<file path="src/rtl/mem_wb_pipe.sv">
// Stallable, flushable MEM/WB pipeline register chain with per-slot valid bits.
// Optional perf counters enabled by defining MEM_WB_PIPE_PERF_EN.
module mem_wb_pipe #(
  parameter int unsigned DATA_W = 32,
  parameter int unsigned CTRL_W = 2,
  parameter int unsigned DST_W  = 5,
  parameter int unsigned STAGES = 1
) (
  input  logic              clk,
  input  logic              rst,
  input  logic              stall_i,
  input  logic              flush_i,
  input  logic              valid_i,
  input  logic [CTRL_W-1:0] ctrl_i,
  input  logic [DATA_W-1:0] data_i,
  input  logic [DST_W-1:0]  dst_i,
  output logic              valid_o,
  output logic [CTRL_W-1:0] ctrl_o,
  output logic [DATA_W-1:0] data_o,
  output logic [DST_W-1:0]  dst_o,
  output logic              busy_o
`ifdef MEM_WB_PIPE_PERF_EN
  ,
  output logic [31:0]       stall_cnt_o,
  output logic [31:0]       bubble_cnt_o
`endif
);

  if (STAGES < 1 || STAGES > 4) begin : g_bad_stages
    $error("mem_wb_pipe: STAGES must be in 1..4");
  end

  logic [STAGES-1:0]             valid_q, valid_d, sh_valid;
  logic [STAGES-1:0][CTRL_W-1:0] ctrl_q,  ctrl_d,  sh_ctrl;
  logic [STAGES-1:0][DATA_W-1:0] data_q,  data_d,  sh_data;
  logic [STAGES-1:0][DST_W-1:0]  dst_q,   dst_d,   sh_dst;

  // Shifted-in view of the chain; a bubble never carries live control bits.
  assign sh_valid[0] = valid_i;
  assign sh_ctrl[0]  = valid_i ? ctrl_i : '0;
  assign sh_data[0]  = data_i;
  assign sh_dst[0]   = dst_i;

  for (genvar k = 1; k < STAGES; k++) begin : g_shift
    assign sh_valid[k] = valid_q[k-1];
    assign sh_ctrl[k]  = ctrl_q[k-1];
    assign sh_data[k]  = data_q[k-1];
    assign sh_dst[k]   = dst_q[k-1];
  end

  // Flush kills valid/ctrl but keeps data/dst; stall holds everything.
  always_comb begin
    valid_d = valid_q;
    ctrl_d  = ctrl_q;
    data_d  = data_q;
    dst_d   = dst_q;
    if (flush_i) begin
      valid_d = '0;
      ctrl_d  = '0;
    end else if (!stall_i) begin
      valid_d = sh_valid;
      ctrl_d  = sh_ctrl;
      data_d  = sh_data;
      dst_d   = sh_dst;
    end
  end

  always_ff @(posedge clk) begin
    if (rst) begin
      valid_q <= '0;
      ctrl_q  <= '0;
      data_q  <= '0;
      dst_q   <= '0;
    end else begin
      valid_q <= valid_d;
      ctrl_q  <= ctrl_d;
      data_q  <= data_d;
      dst_q   <= dst_d;
    end
  end

  assign valid_o = valid_q[STAGES-1];
  assign ctrl_o  = ctrl_q[STAGES-1];
  assign data_o  = data_q[STAGES-1];
  assign dst_o   = dst_q[STAGES-1];
  assign busy_o  = |valid_q;

`ifdef MEM_WB_PIPE_PERF_EN
  logic [31:0] stall_cnt_q, stall_cnt_d;
  logic [31:0] bubble_cnt_q, bubble_cnt_d;

  // Counters wrap naturally at 32 bits.
  always_comb begin
    stall_cnt_d  = stall_cnt_q;
    bubble_cnt_d = bubble_cnt_q;
    if (!flush_i && stall_i) begin
      stall_cnt_d = stall_cnt_q + 32'd1;
    end
    if (!flush_i && !stall_i && !valid_i) begin
      bubble_cnt_d = bubble_cnt_q + 32'd1;
    end
  end

  always_ff @(posedge clk) begin
    if (rst) begin
      stall_cnt_q  <= '0;
      bubble_cnt_q <= '0;
    end else begin
      stall_cnt_q  <= stall_cnt_d;
      bubble_cnt_q <= bubble_cnt_d;
    end
  end

  assign stall_cnt_o  = stall_cnt_q;
  assign bubble_cnt_o = bubble_cnt_q;
`endif

endmodule

</file>
<file path="config.mk">
export PLATFORM = sky130hd
export DESIGN_NAME = mem_wb_pipe
export DESIGN_NICKNAME = d
export VERILOG_FILES = /design/src/rtl/mem_wb_pipe.sv
export SDC_FILE = /design/constraint.sdc
export NUM_CORES = 1
export LEC_CHECK = 0
export ABC_AREA = 1
export BUFFER_PORTS_ARGS = -buffer_cell sky130_fd_sc_hd__buf_2
export CAP_MARGIN = 25
export CORE_ASPECT_RATIO = 0.8
export CORE_MARGIN = 4
export CORE_UTILIZATION = 30
export CTS_BUF_LIST = sky130_fd_sc_hd__clkbuf_16
export DETAILED_ROUTE_END_ITERATION = 12
export SLEW_MARGIN = 20
export SYNTH_ARGS = -nofsm -noshare
export SYNTH_HDL_FRONTEND = slang
export SYNTH_SLANG_ARGS = --single-unit
</file>
<file path="constraint.sdc">
create_clock -name clk -period 0.8 [get_ports clk]
set_input_delay 0.04 -clock clk [delete_from_list [all_inputs] [get_ports clk]]
set_output_delay 0.04 -clock clk [all_outputs]
set_load 0.01 [all_outputs]
</file>
; Word level (Yosys, flattened, before mapping)
; Cells that the tools add are included.
[word_totals]
reg_bits = 40
in_bits = 44
[op_classes]
mux = 1
bitwise = 2
n_reduce_logical = 2
[ops]
columns = cell, n
row1 = 2-bit two-way mux, 1
row2 = 1-bit NOT, 2
row3 = 2-bit AND reduction, 1
row4 = 2-bit OR reduction, 1

; Depth between registers and ports, before layout
; Gate-level depths: netlist of run 1.
[depth]
ltp_word = 2
ltp_mapped = 6
depth_no_buf = 4

; Least setup slack after synthesis of run 1
; No wires, ideal clock.
[synth_timing]
path_type = input -> register
from = input stall_i
to = register data_q (netlist bit data_o[0])
setup_ns = 0.113
arrival_time_ns = 0.531
required_ns = 0.687
setup_slack_ns = 0.157
cell_stages = 6
n_path_buf = 2
cell_sequence = nor2_2 -> buf_6 -> buf_6 -> nand2_1 -> nand2_1 -> nor2_1
[synth_between]
elab_chain_cells = 2
[synth_lines]
columns = element, line_no
row1 = "start, declared", 11  ; input logic stall_i,
row2 = 1-bit NOT (no source line), --
row3 = 2-bit AND reduction (no source line), --
row4 = "end signal, assigned", 77  ; data_q <= data_d;
row5 = "end, declared", 35  ; logic [STAGES-1:0][DATA_W-1:0] data_q, data_d, sh_data;
; Every way passes these cells.
; A chain may end at the register's enable or synchronous reset.

; Worst setup path after layout of run 1
[layout_timing]
from = register valid_q, in the netlist busy_o
to = output busy_o
[layout_rtl]
columns = element, line_no
row1 = "start, declared", 33  ; logic [STAGES-1:0] valid_q, valid_d, sh_valid;
row2 = "start signal, assigned", 75  ; valid_q <= valid_d;
row3 = "end, declared", 21  ; output logic busy_o
; No word-level cell between the ends.

==> reports/metrics.csv, run 1 <==
stage;metric;value;unit
setup_path;CP peak stage delay;0.33;ns
routing;total number of vias;1583;
setup_path;Worst EP required;0.76;ns
floorplanning;chip height;74.3;um
setup_path;crit path cell chain;buf_2;
sta;Hold Fails Final Rpt;0;
yosys;synth unique cells;13;
setup_path;count of buffer and inverter cells on the critical path;1;
global_route;vias in the first global route;1452;
cells_and_area;area delta synth->final;39.7;%
setup_path;CP max stage cell;dfxtp_2;
setup_path;crit-path leading delay family;flip-flops;
yosys;adder-cell share of the synthesized area;0;%
floorplanning;Die X;90.8;um
sta;Tcrit/Tclk final;96.5;%
yosys;sequential area share after synthesis;48.6;%
setup_path;Setup crit end;busy_o;
yosys;Post-Syn Area;1650;um^2
setup_path;R2R Setup Slk;0.21;ns
routing;Initial DRC Count;26;
floorplanning;Initial Util;32.0;%
place;port bufs;84;
setup_path;worst-path fanout max;3;
sta;Relative slew margins;87.9;%
setup_path;Worst EP arrival;0.73;ns
setup_path;CP Class;reg2out;
cells_and_area;fin nets;377;
sta;max-slew violations;0;
sta;Final min period;0.772;ns
yosys;Syn Area/Cell;6.59;um^2
clock_network;CTS tree;yes;
global_route;maximum number of pins on one net before global-route repair;47;
clock_network;CTS clk-pin slew, worst paths;0.05;ns
power_and_ir_drop;pwr/cell area;2040;nW/um^2
setup_path;Worst path depth;1;
yosys;post-synthesis compound-gate area fraction;0.912;%
clock_network;clock tree buffer depth;2;
setup_path;R2R cell count;2;
cells_and_area;fill count;559;
routing;drt first pass iters;4;
sta;final setup TNS;0;ns
sta;setup violators final;0;
routing;remaining antenna violation count after routing;0;
setup_path;Reg-to-Reg Start;dst_o[3]$_SDFFE_PP0P_;
job;MaxCap Viol Count;0;
yosys;largest family of logic cells by synthesized area;simple AND/OR/NAND/NOR gates;
setup_path;Worst setup SP type;flip-flop;
routing;WL final;3650;um
sta;RSZ-0062 raised after global routing;yes;
clock_network;Sink Count;40;
clock_network;number of H-tree levels;2;
power_and_ir_drop;Peak VDD IR;0.920;mV
setup_path;CP startpoint;busy_o$_SDFFE_PP0N_;
clock_network;worst-skew pair later-pin latency;0.27;ns
sta;Worst-Margin Slew;0.182;ns
cells_and_area;layout cell share with drive strength beyond 1;36.5;%
place;dpl cell area;2130;um^2
yosys;syn_nets;294;
power_and_ir_drop;Leakage;0.00135;uW
run_status;outcome;finished clean;
yosys;Ys Warns;0;
yosys;Mapped Cells;250;
global_route;gr ovfl total;0;
setup_path;worst reg2reg path endpoint;dst_o[3]$_SDFFE_PP0P_;
floorplanning;num ports;85;
sta;Setup Skew;0;ns
yosys;Synth Area in Simple Gates;36.0;%
routing;DRC Markers;0;
global_route;first-pass GRT wire length;6060;um
cells_and_area;post-layout instance area;2300;um^2
clock_network;number of CTS-inserted buffers;5;
floorplanning;die area;6750;um^2
routing;DR WL/cell;9.21;um
global_route;initial antenna violation count;0;
yosys;area share of xor/xnor cells in the synthesized design;0;%
global_route;Tot GR Track Use;11.2;%
sta;Max Clk Rate;1.30;GHz
cells_and_area;Antenna Diode Count;0;
floorplanning;Placeable Area;5150;um^2
routing;vias per cell;4.00;
setup_path;crit path capture type;output pin;
yosys;multiplexer share of the synthesized area;0;%
clock_network;clock root cell;clkbuf_16;
min_path;Worst Hold Class;in2reg;
yosys;post-synthesis register bit count;40;
place;dpl hpwl;2710;um
floorplanning;FP Rows;23;
place;GPL Wtd Cong;0.736;
==> state kept, by name (all words and copies together), names as in the netlist <==
register	count
data_o	32
dst_o	5
ctrl_o	2
busy_o	1
==> layout by cell type, fill, tap and decap left out <==
cell	netlist	layout
clkinv_1	0	1
buf_6	4	1
nor2_4	0	1
inv_2	1	1
dfxtp_2	0	26
clkbuf_16	0	5
nand3_1	2	2
buf_2	1	83
buf_12	0	3
buf_4	4	1
or2_2	1	1
nand2_1	78	78
inv_1	38	40
dfxtp_1	40	14
a21oi_1	3	3
nor2_1	74	74
==> Yosys cell counts <==
cell type | n | area (um^2)
or2_2 | 1 | 6.26
buf_4 | 4 | 30.0
clkbuf_1 | 3 | 11.3
nor2_1 | 74 | 278
buf_6 | 4 | 45.0
inv_1 | 38 | 143
inv_2 | 1 | 3.75
nand3_1 | 2 | 10.0
nand2_1 | 78 | 293
buf_2 | 1 | 5.00
dfxtp_1 | 40 | 801
nor2_2 | 1 | 6.26
a21oi_1 | 3 | 15.0
==> worst min-delay path by stage <==
stage,endpoint,startpoint,cells past startpoint
floorplan,busy_o$_SDFFE_PP0N_,stall_i,2
global placement,ctrl_o[0]$_SDFFE_PP0N_,ctrl_i[0],3
detailed placement,ctrl_o[1]$_SDFFE_PP0N_,ctrl_i[1],3
CTS,ctrl_o[0]$_SDFFE_PP0N_,ctrl_i[0],3
global route,ctrl_o[0]$_SDFFE_PP0N_,ctrl_i[0],3
finish,ctrl_o[1]$_SDFFE_PP0N_,ctrl_i[1],3
==> logic make-up (layout without fill, tap and decap cells) <==
group / count (synthesis) / in the layout
AND/OR/NAND/NOR: 156 / 156
buffers and inverters: 51 / 135
flip-flops: 40 / 40
AO/OA/AOI/OAI: 3 / 3
==> area by class of cell <==
class / count / area (um^2) / share of cell area, %
repair buffers: 88 / 494 / 21.5
clock inverters: 3 / 11.3 / 0.489
multi-input cells: 159 / 613 / 26.6
well taps: 62 / 77.6 / 3.37
clock buffers: 5 / 125 / 5.44
flip-flops and latches: 40 / 833 / 36.2
inverters: 39 / 146 / 6.36
==> metal layers <==
layer  global-route usage, %  routed length [um]  vias to the layer above
li1                        -                   -                      875
met1                    12.0                1630                      662
met2                    19.9                1700                       44
met3                    4.35                 276                        2
met4                    5.52                  39                        0
met5                       0                   0                        -
==> metrics by stage <==
step	hold slack [ns]	utilization [%]	instances	setup slack (ns)	total power, uW
floorplan	0.177	-	250	0.157	2610
global placement	0.308	41.3	388	-0.0510	2890
detailed placement	0.313	41.3	388	-0.0785	2910
CTS	0.0180	44.0	396	0.000411	4770
global route	0.0245	44.7	396	-0.00478	4950
finish	0.0150	44.7	396	0.0278	4690
==> what timing repair did <==
| item | in CTS | in global routing |
|---|---|---|
| buffers inserted | 0 | 0 |
| pin swaps | 0 | 0 |
| cloned | 0 | 0 |
| hold buffers | 0 | 0 |
| resized for setup | 3 | 24 |
| setup endpoints to repair | 4 | 25 |
==> power breakdown <==
part           switching [uW]  internal, uW  leakage (uW)  total (uW)
Clock                     696          1120     0.0000738        1820
Combinational             362           313      0.000933         675
Sequential               59.8          2140      0.000339        2200
Note: power is estimated with default switching activity, not from simulation.
==> run 2, diff against run 1 <==
--- a/config.mk
+++ b/config.mk
@@ -8,11 +8,14 @@
 export ABC_AREA = 1
 export BUFFER_PORTS_ARGS = -buffer_cell sky130_fd_sc_hd__buf_2
 export CAP_MARGIN = 25
+export CELL_PAD_IN_SITES_DETAIL_PLACEMENT = 0
+export CELL_PAD_IN_SITES_GLOBAL_PLACEMENT = 1
 export CORE_ASPECT_RATIO = 0.8
 export CORE_MARGIN = 4
-export CORE_UTILIZATION = 30
+export CORE_UTILIZATION = 26
 export CTS_BUF_LIST = sky130_fd_sc_hd__clkbuf_16
 export DETAILED_ROUTE_END_ITERATION = 12
+export PLACE_DENSITY_LB_ADDON = 0.1
 export SLEW_MARGIN = 20
 export SYNTH_ARGS = -nofsm -noshare
 export SYNTH_HDL_FRONTEND = slang
==> run 2 against run 1 <==
  * Cell count is 5.1% higher
  * Sequential cell count stayed put
  * Count of clock-buffer cells in the layout stayed put
  * Maximum frequency is 2.1% lower
  * Sequential share of layout area is 1.1 points lower
  * Largest cell class unchanged
==> reports/metrics.csv, run 2 (synthesis gave the netlist of run 1 again) <==
stage;metric;value;unit;change
run_status;outcome;finished clean;;
cells_and_area;commonest non-fill, non-tap cell in the layout;nand2_1;;
floorplanning;Initial Util;27.3;%;-4.7 points
clock_network;clock tree buffer depth;2;;unchanged
power_and_ir_drop;Leakage;0.00137;uW;+1.4%
floorplanning;FP Rows;25;;+8.7%
setup_path;worst-path fanout max;3;;unchanged
setup_path;crit path cell chain;buf_6;;
place;GPL Wtd Cong;0.675;;-8.2%
power_and_ir_drop;Peak VDD IR;0.719;mV;-22%
cells_and_area;Largest register FFs;32;;unchanged
routing;DRC Markers;0;;unchanged
sta;RSZ-0062 raised after global routing;yes;;
place;dpl hpwl;2940;um;+8.3%
global_route;gr ovfl total;0;;unchanged
routing;Initial DRC Count;23;;-12%
sta;Max Clk Rate;1.27;GHz;-2.1%
global_route;vias in the first global route;1444;;-0.55%
cells_and_area;layout cell share with drive strength beyond 1;38.8;%;+2.3 points
sta;setup violators final;0;;unchanged
power_and_ir_drop;sequential power share;46.4;%;-0.5 points
clock_network;clock root cell;clkbuf_16;;
clock_network;number of H-tree levels;2;;unchanged
setup_path;crit-path leading delay family;flip-flops;;
setup_path;Worst setup SP type;flip-flop;;
power_and_ir_drop;net load switching power;1150;uW;+2.5%
routing;remaining antenna violation count after routing;0;;unchanged
setup_path;CP Class;reg2out;;
floorplanning;Die X;97.0;um;+6.8%
power_and_ir_drop;Comb pwr share;15.0;%;+0.6 points
setup_path;count of buffer and inverter cells on the critical path;1;;unchanged
sta;Worst-Margin Slew;0.169;ns;-0.0127 ns
floorplanning;die area;7680;um^2;+14%
clock_network;number of CTS-inserted buffers;5;;unchanged
routing;drt first pass iters;3;;-1
floorplanning;chip height;79.2;um;+6.6%
routing;total number of vias;1590;;+0.44%
power_and_ir_drop;Sw Share;24.1;%;+0.29 points
global_route;met1 layer usage reported by global route;12.4;%;+0.45 points
sta;Tcrit/Tclk final;98.6;%;+2.1 points
floorplanning;num ports;85;;unchanged
setup_path;crit path capture type;output pin;;
sta;Relative slew margins;88.7;%;+0.85 points
sta;Final min period;0.789;ns;+0.0166 ns
routing;vias per cell;3.82;;-4.4%
clock_network;Sink Count;40;;unchanged
place;port bufs;84;;unchanged
job;MaxCap Viol Count;0;;unchanged
setup_path;CP max stage cell;dfxtp_4;;
routing;DR WL/cell;9.62;um;+4.4%
global_route;maximum number of pins on one net before global-route repair;42;;-11%
routing;WL final;4000;um;+9.7%
global_route;met3 usage;5.18;%;+0.83 points
sta;worst hold margin;0.0236;ns;+0.00856 ns
clock_network;worst-skew pair later-pin latency;0.28;ns;about the same
setup_path;Worst EP arrival;0.75;ns;+0.02 ns
global_route;M2 GR Usage;16.3;%;-3.6 points
sta;Hold Fails Final Rpt;0;;unchanged
power_and_ir_drop;pwr/cell area;1970;nW/um^2;-3.1%
cells_and_area;most frequent cells in the layout;nand2_1 (78), buf_2 (75), nor2_1 (74);;
global_route;Most Crowded Layer GR;met2;;
global_route;initial antenna violation count;0;;unchanged
global_route;first-pass GRT wire length;6500;um;+7.3%
cells_and_area;fin nets;378;;+0.27%
global_route;Tot GR Track Use;10.5;%;-0.71 points
cells_and_area;area delta synth->final;46.1;%;
setup_path;Worst EP required;0.76;ns;about the same
power_and_ir_drop;clock share of power;38.6;%;about the same
floorplanning;Placeable Area;6040;um^2;+17%
clock_network;CTS clk-pin slew, worst paths;0.06;ns;about the same
setup_path;CP peak stage delay;0.35;ns;+0.02 ns
sta;Setup Skew;0;ns;unchanged
power_and_ir_drop;Power Internal;3600;uW;+0.92%
cells_and_area;post-layout instance area;2410;um^2;+4.6%
place;dpl cell area;2170;um^2;+2.1%
sta;final setup TNS;0;ns;unchanged
sta;max-slew violations;0;;unchanged
min_path;Worst Hold Class;in2reg;;
cells_and_area;Antenna Diode Count;0;;unchanged
clock_network;CTS tree;yes;;
==> run 2: timing repair <==
item | CTS | global route
endpoints found under the setup margin | 6 | 33
hold buffers | 0 | 0
gates resized for setup | 5 | 38
hold endpoints to repair | 0 | 0
buffers inserted | 0 | 0
gates cloned | 0 | 0
==> run 2: cell type report <==
class                   count  area (um^2)
fillers                   680         3630
flip-flops and latches     40          845
multi-input cells         159          613
repair buffers             89          564
inverters                  39          146
clock buffers               5          125
well taps                  81          101
clock inverters             3         11.3
==> run 2: per-layer routing <==
metal / up-vias / share of wire, %
li1: 877 / -
met1: 661 / 45
met2: 48 / 44
met3: 4 / 9.9
met4: 0 / 1.0
met5: - / 0
==> run 2: final timing paths <==
kind / startpoint / end / slack, ns / cells after the start
worst max-delay path: busy_o$_SDFFE_PP0N_ / busy_o / 0.01 / 1
worst min-delay path: ctrl_i[0] / ctrl_o[0]$_SDFFE_PP0N_ / 0.02 / 3
worst max register to register: busy_o$_SDFFE_PP0N_ / busy_o$_SDFFE_PP0N_ / 0.14 / 2
worst min register to register: ctrl_o[1]$_SDFFE_PP0N_ / ctrl_o[1]$_SDFFE_PP0N_ / 0.47 / 2
==> run 2: power by group through the flow <==
stage	combinational [uW]	clock, uW	sequential [uW]
after floorplan	329	0	2280
after global placement	701	0	2220
after detailed placement	699	0	2230
after CTS	705	1900	2190
after global routing	810	1980	2220
final	711	1830	2200
==> run 2: metrics by stage <==
step	instances	utilization, %	setup slack [ns]	total power, uW
finish	416	39.9	0.0112	4750
global route	416	39.9	-0.0102	5020
CTS	416	38.4	0.00133	4790
detailed placement	408	35.9	-0.0360	2930
global placement	408	35.9	-0.0230	2920
floorplan	250	-	0.157	2610
==> run 3, diff against run 2 <==
--- a/config.mk
+++ b/config.mk
@@ -15,6 +15,7 @@
 export CORE_UTILIZATION = 26
 export CTS_BUF_LIST = sky130_fd_sc_hd__clkbuf_16
 export DETAILED_ROUTE_END_ITERATION = 12
+export GPL_TIMING_DRIVEN = 0
 export PLACE_DENSITY_LB_ADDON = 0.1
 export SLEW_MARGIN = 20
 export SYNTH_ARGS = -nofsm -noshare
==> run 3 against run 2 <==
  * Setup slack gained 0.013 ns
  * Cell count is 1.4% higher
  * Sequential share of layout area fell by 0.10 points
  * Power is essentially flat
  * Critical path depth unchanged
  * Clock power is essentially flat
  * First-iteration DRC count is 48% higher
  * Highest routed layer unchanged
  * Critical endpoint is now valid_o
  * Maximum frequency is 1.7% higher
  * Clock skew stayed put
  * Sequential power hardly changed
  * Count of clock-buffer cells in the layout stayed put
==> reports/metrics.csv, run 3 (synthesis gave the netlist of run 1 again) <==
stage;metric;value;unit;change
place;pre-CTS WS;-0.186;ns;-0.151 ns
setup_path;worst-path fanout max;3;;unchanged
clock_network;CTS clk-pin slew, worst paths;0.06;ns;about the same
power_and_ir_drop;pwr/cell area;1990;nW/um^2;+0.97%
clock_network;Post-CTS Hold Buffers;0;;unchanged
routing;metal2 WL;1780;um;+1.0%
clock_network;Sink Count;40;;unchanged
global_route;first-pass GRT wire length;6890;um;+6.1%
routing;DRC Markers;0;;unchanged
sta;Setup Skew;0;ns;unchanged
routing;met3 WL;369;um;-6.8%
power_and_ir_drop;Peak VDD IR;0.696;mV;-3.2%
routing;DR WL/cell;9.85;um;+2.4%
sta;max-slew violations;0;;unchanged
setup_path;Worst EP arrival;0.74;ns;about the same
place;dpl hpwl;3160;um;+7.7%
clock_network;Post-CTS Setup Bufs;0;;unchanged
routing;Met1 Wirelength;1990;um;+10%
floorplanning;die area;7680;um^2;unchanged
floorplanning;FP Rows;25;;unchanged
cells_and_area;most frequent cells in the layout;nand2_1 (78), buf_2 (77), nor2_1 (74);;
cells_and_area;Largest register FFs;32;;unchanged
setup_path;crit-path leading delay family;flip-flops;;
setup_path;crit path cell chain;buf_6;;
sta;worst hold margin;0.0207;ns;-0.00284 ns
cells_and_area;commonest non-fill, non-tap cell in the layout;nand2_1;;
global_route;maximum number of pins on one net before global-route repair;12;;-71%
clock_network;CTS tree;yes;;
global_route;vias in the first global route;1522;;+5.4%
job;MaxCap Viol Count;0;;unchanged
sta;Hold Fails Final Rpt;0;;unchanged
routing;vias per cell;3.83;;+0.25%
floorplanning;num ports;85;;unchanged
run_status;outcome;finished clean;;
clock_network;worst-skew pair later-pin latency;0.27;ns;about the same
floorplanning;Die X;97.0;um;unchanged
setup_path;Worst setup SP type;flip-flop;;
routing;Initial DRC Count;34;;+48%
routing;total number of vias;1617;;+1.7%
global_route;initial antenna violation count;0;;unchanged
power_and_ir_drop;Leakage;0.00137;uW;+0.43%
routing;drt first pass iters;5;;+2
floorplanning;Placeable Area;6040;um^2;unchanged
clock_network;number of H-tree levels;2;;unchanged
sta;Max Clk Rate;1.29;GHz;+1.7%
setup_path;CP max stage cell;dfxtp_2;;
cells_and_area;fill count;692;;+1.8%
routing;remaining antenna violation count after routing;0;;unchanged
global_route;gr ovfl total;0;;unchanged
cells_and_area;Antenna Diode Count;0;;unchanged
clock_network;clock tree buffer depth;2;;unchanged
place;port bufs;84;;unchanged
sta;post-route worst setup slack;0.0244;ns;+0.0131 ns
cells_and_area;Util after Layout;39.4;%;-0.41 points
clock_network;clock root cell;clkbuf_16;;
sta;Worst-Margin Slew;0.446;ns;+0.278 ns
sta;Tcrit/Tclk final;97.0;%;-1.6 points
sta;setup violators final;0;;unchanged
routing;WL final;4160;um;+3.8%
global_route;Tot GR Track Use;11.1;%;+0.60 points
setup_path;CP peak stage delay;0.35;ns;about the same
cells_and_area;layout cell share with drive strength beyond 1;37.2;%;-1.6 points
place;GPL Wtd Cong;0.708;;+4.9%
setup_path;count of buffer and inverter cells on the critical path;1;;unchanged
sta;Final min period;0.776;ns;-0.0131 ns
sta;Relative slew margins;70.2;%;-19 points
floorplanning;chip height;79.2;um;unchanged
cells_and_area;area delta synth->final;44.6;%;
sta;RSZ-0062 raised after global routing;yes;;
setup_path;crit path capture type;output pin;;
routing;Top Layer Used;met4;;
min_path;Worst Hold Class;in2reg;;
clock_network;number of CTS-inserted buffers;5;;unchanged
cells_and_area;fin nets;384;;+1.6%
setup_path;Worst EP required;0.76;ns;about the same
setup_path;CP Class;reg2out;;
floorplanning;Initial Util;27.3;%;unchanged
[run 3: final cells by class]
cell class / count / area (um^2) / area share, %
Sequential cell: 40 / 833 / 35.0
Multi-Input combinational cell: 159 / 608 / 25.5
Clock buffer: 5 / 125 / 5.25
Tap cell: 81 / 101 / 4.26
Clock inverter: 3 / 11.3 / 0.473
Timing Repair Buffer: 84 / 470 / 19.8
Inverter: 39 / 146 / 6.15
Buffer: 11 / 85.1 / 3.57
[run 3: through the flow]
step / std cells / total power (uW) / area, um^2 / TNS, ns
6_report: 422 / 4740 / 2380 / 0
5_1_grt: 422 / 5030 / 2380 / -0.00953
3_3_place_gp: 415 / 2920 / 2170 / -5.64
2_1_floorplan: 250 / 2610 / 1650 / 0
3_5_place_dp: 415 / 2920 / 2170 / -5.37
4_1_cts: 422 / 4790 / 2310 / 0
[run 3: timing repair]
action                                 4_1_cts  5_1_grt
endpoints found under the hold margin        0        0
setup endpoints to repair                    4       27
resized for setup                            4       32
[run 3: worst min-delay path: stages]
cell     delay [ns]
buf_2          0.10
nand3_1        0.07
a21oi_1        0.06
[run 3: power by group]
| part | leakage [uW] | switching [uW] | internal [uW] | total (uW) |
|---|---|---|---|---|
| Combinational | 0.000958 | 371 | 332 | 704 |
| Sequential | 0.000339 | 62.1 | 2140 | 2200 |
| Clock | 0.0000738 | 722 | 1120 | 1840 |
| Total | 0.00137 | 1160 | 3590 | 4740 |
[run 3: metal layers]
| metal | global-route usage, % | up-vias |
|---|---|---|
| li1 | - | 888 |
| met1 | 14.3 | 678 |
| met2 | 16.9 | 49 |
| met3 | 4.57 | 2 |
| met4 | 3.37 | 0 |
| met5 | 0 | - |
[run 3: final timing paths]
| kind | from | endpoint | slack (ns) | cells after the start |
|---|---|---|---|---|
| min | ctrl_i[0] | ctrl_o[0]$_SDFFE_PP0N_ | 0.02 | 3 |
| min reg2reg | ctrl_o[1]$_SDFFE_PP0N_ | ctrl_o[1]$_SDFFE_PP0N_ | 0.46 | 2 |
| max reg2reg | busy_o$_SDFFE_PP0N_ | busy_o$_SDFFE_PP0N_ | 0.18 | 2 |
| max | busy_o$_SDFFE_PP0N_ | valid_o | 0.02 | 1 |
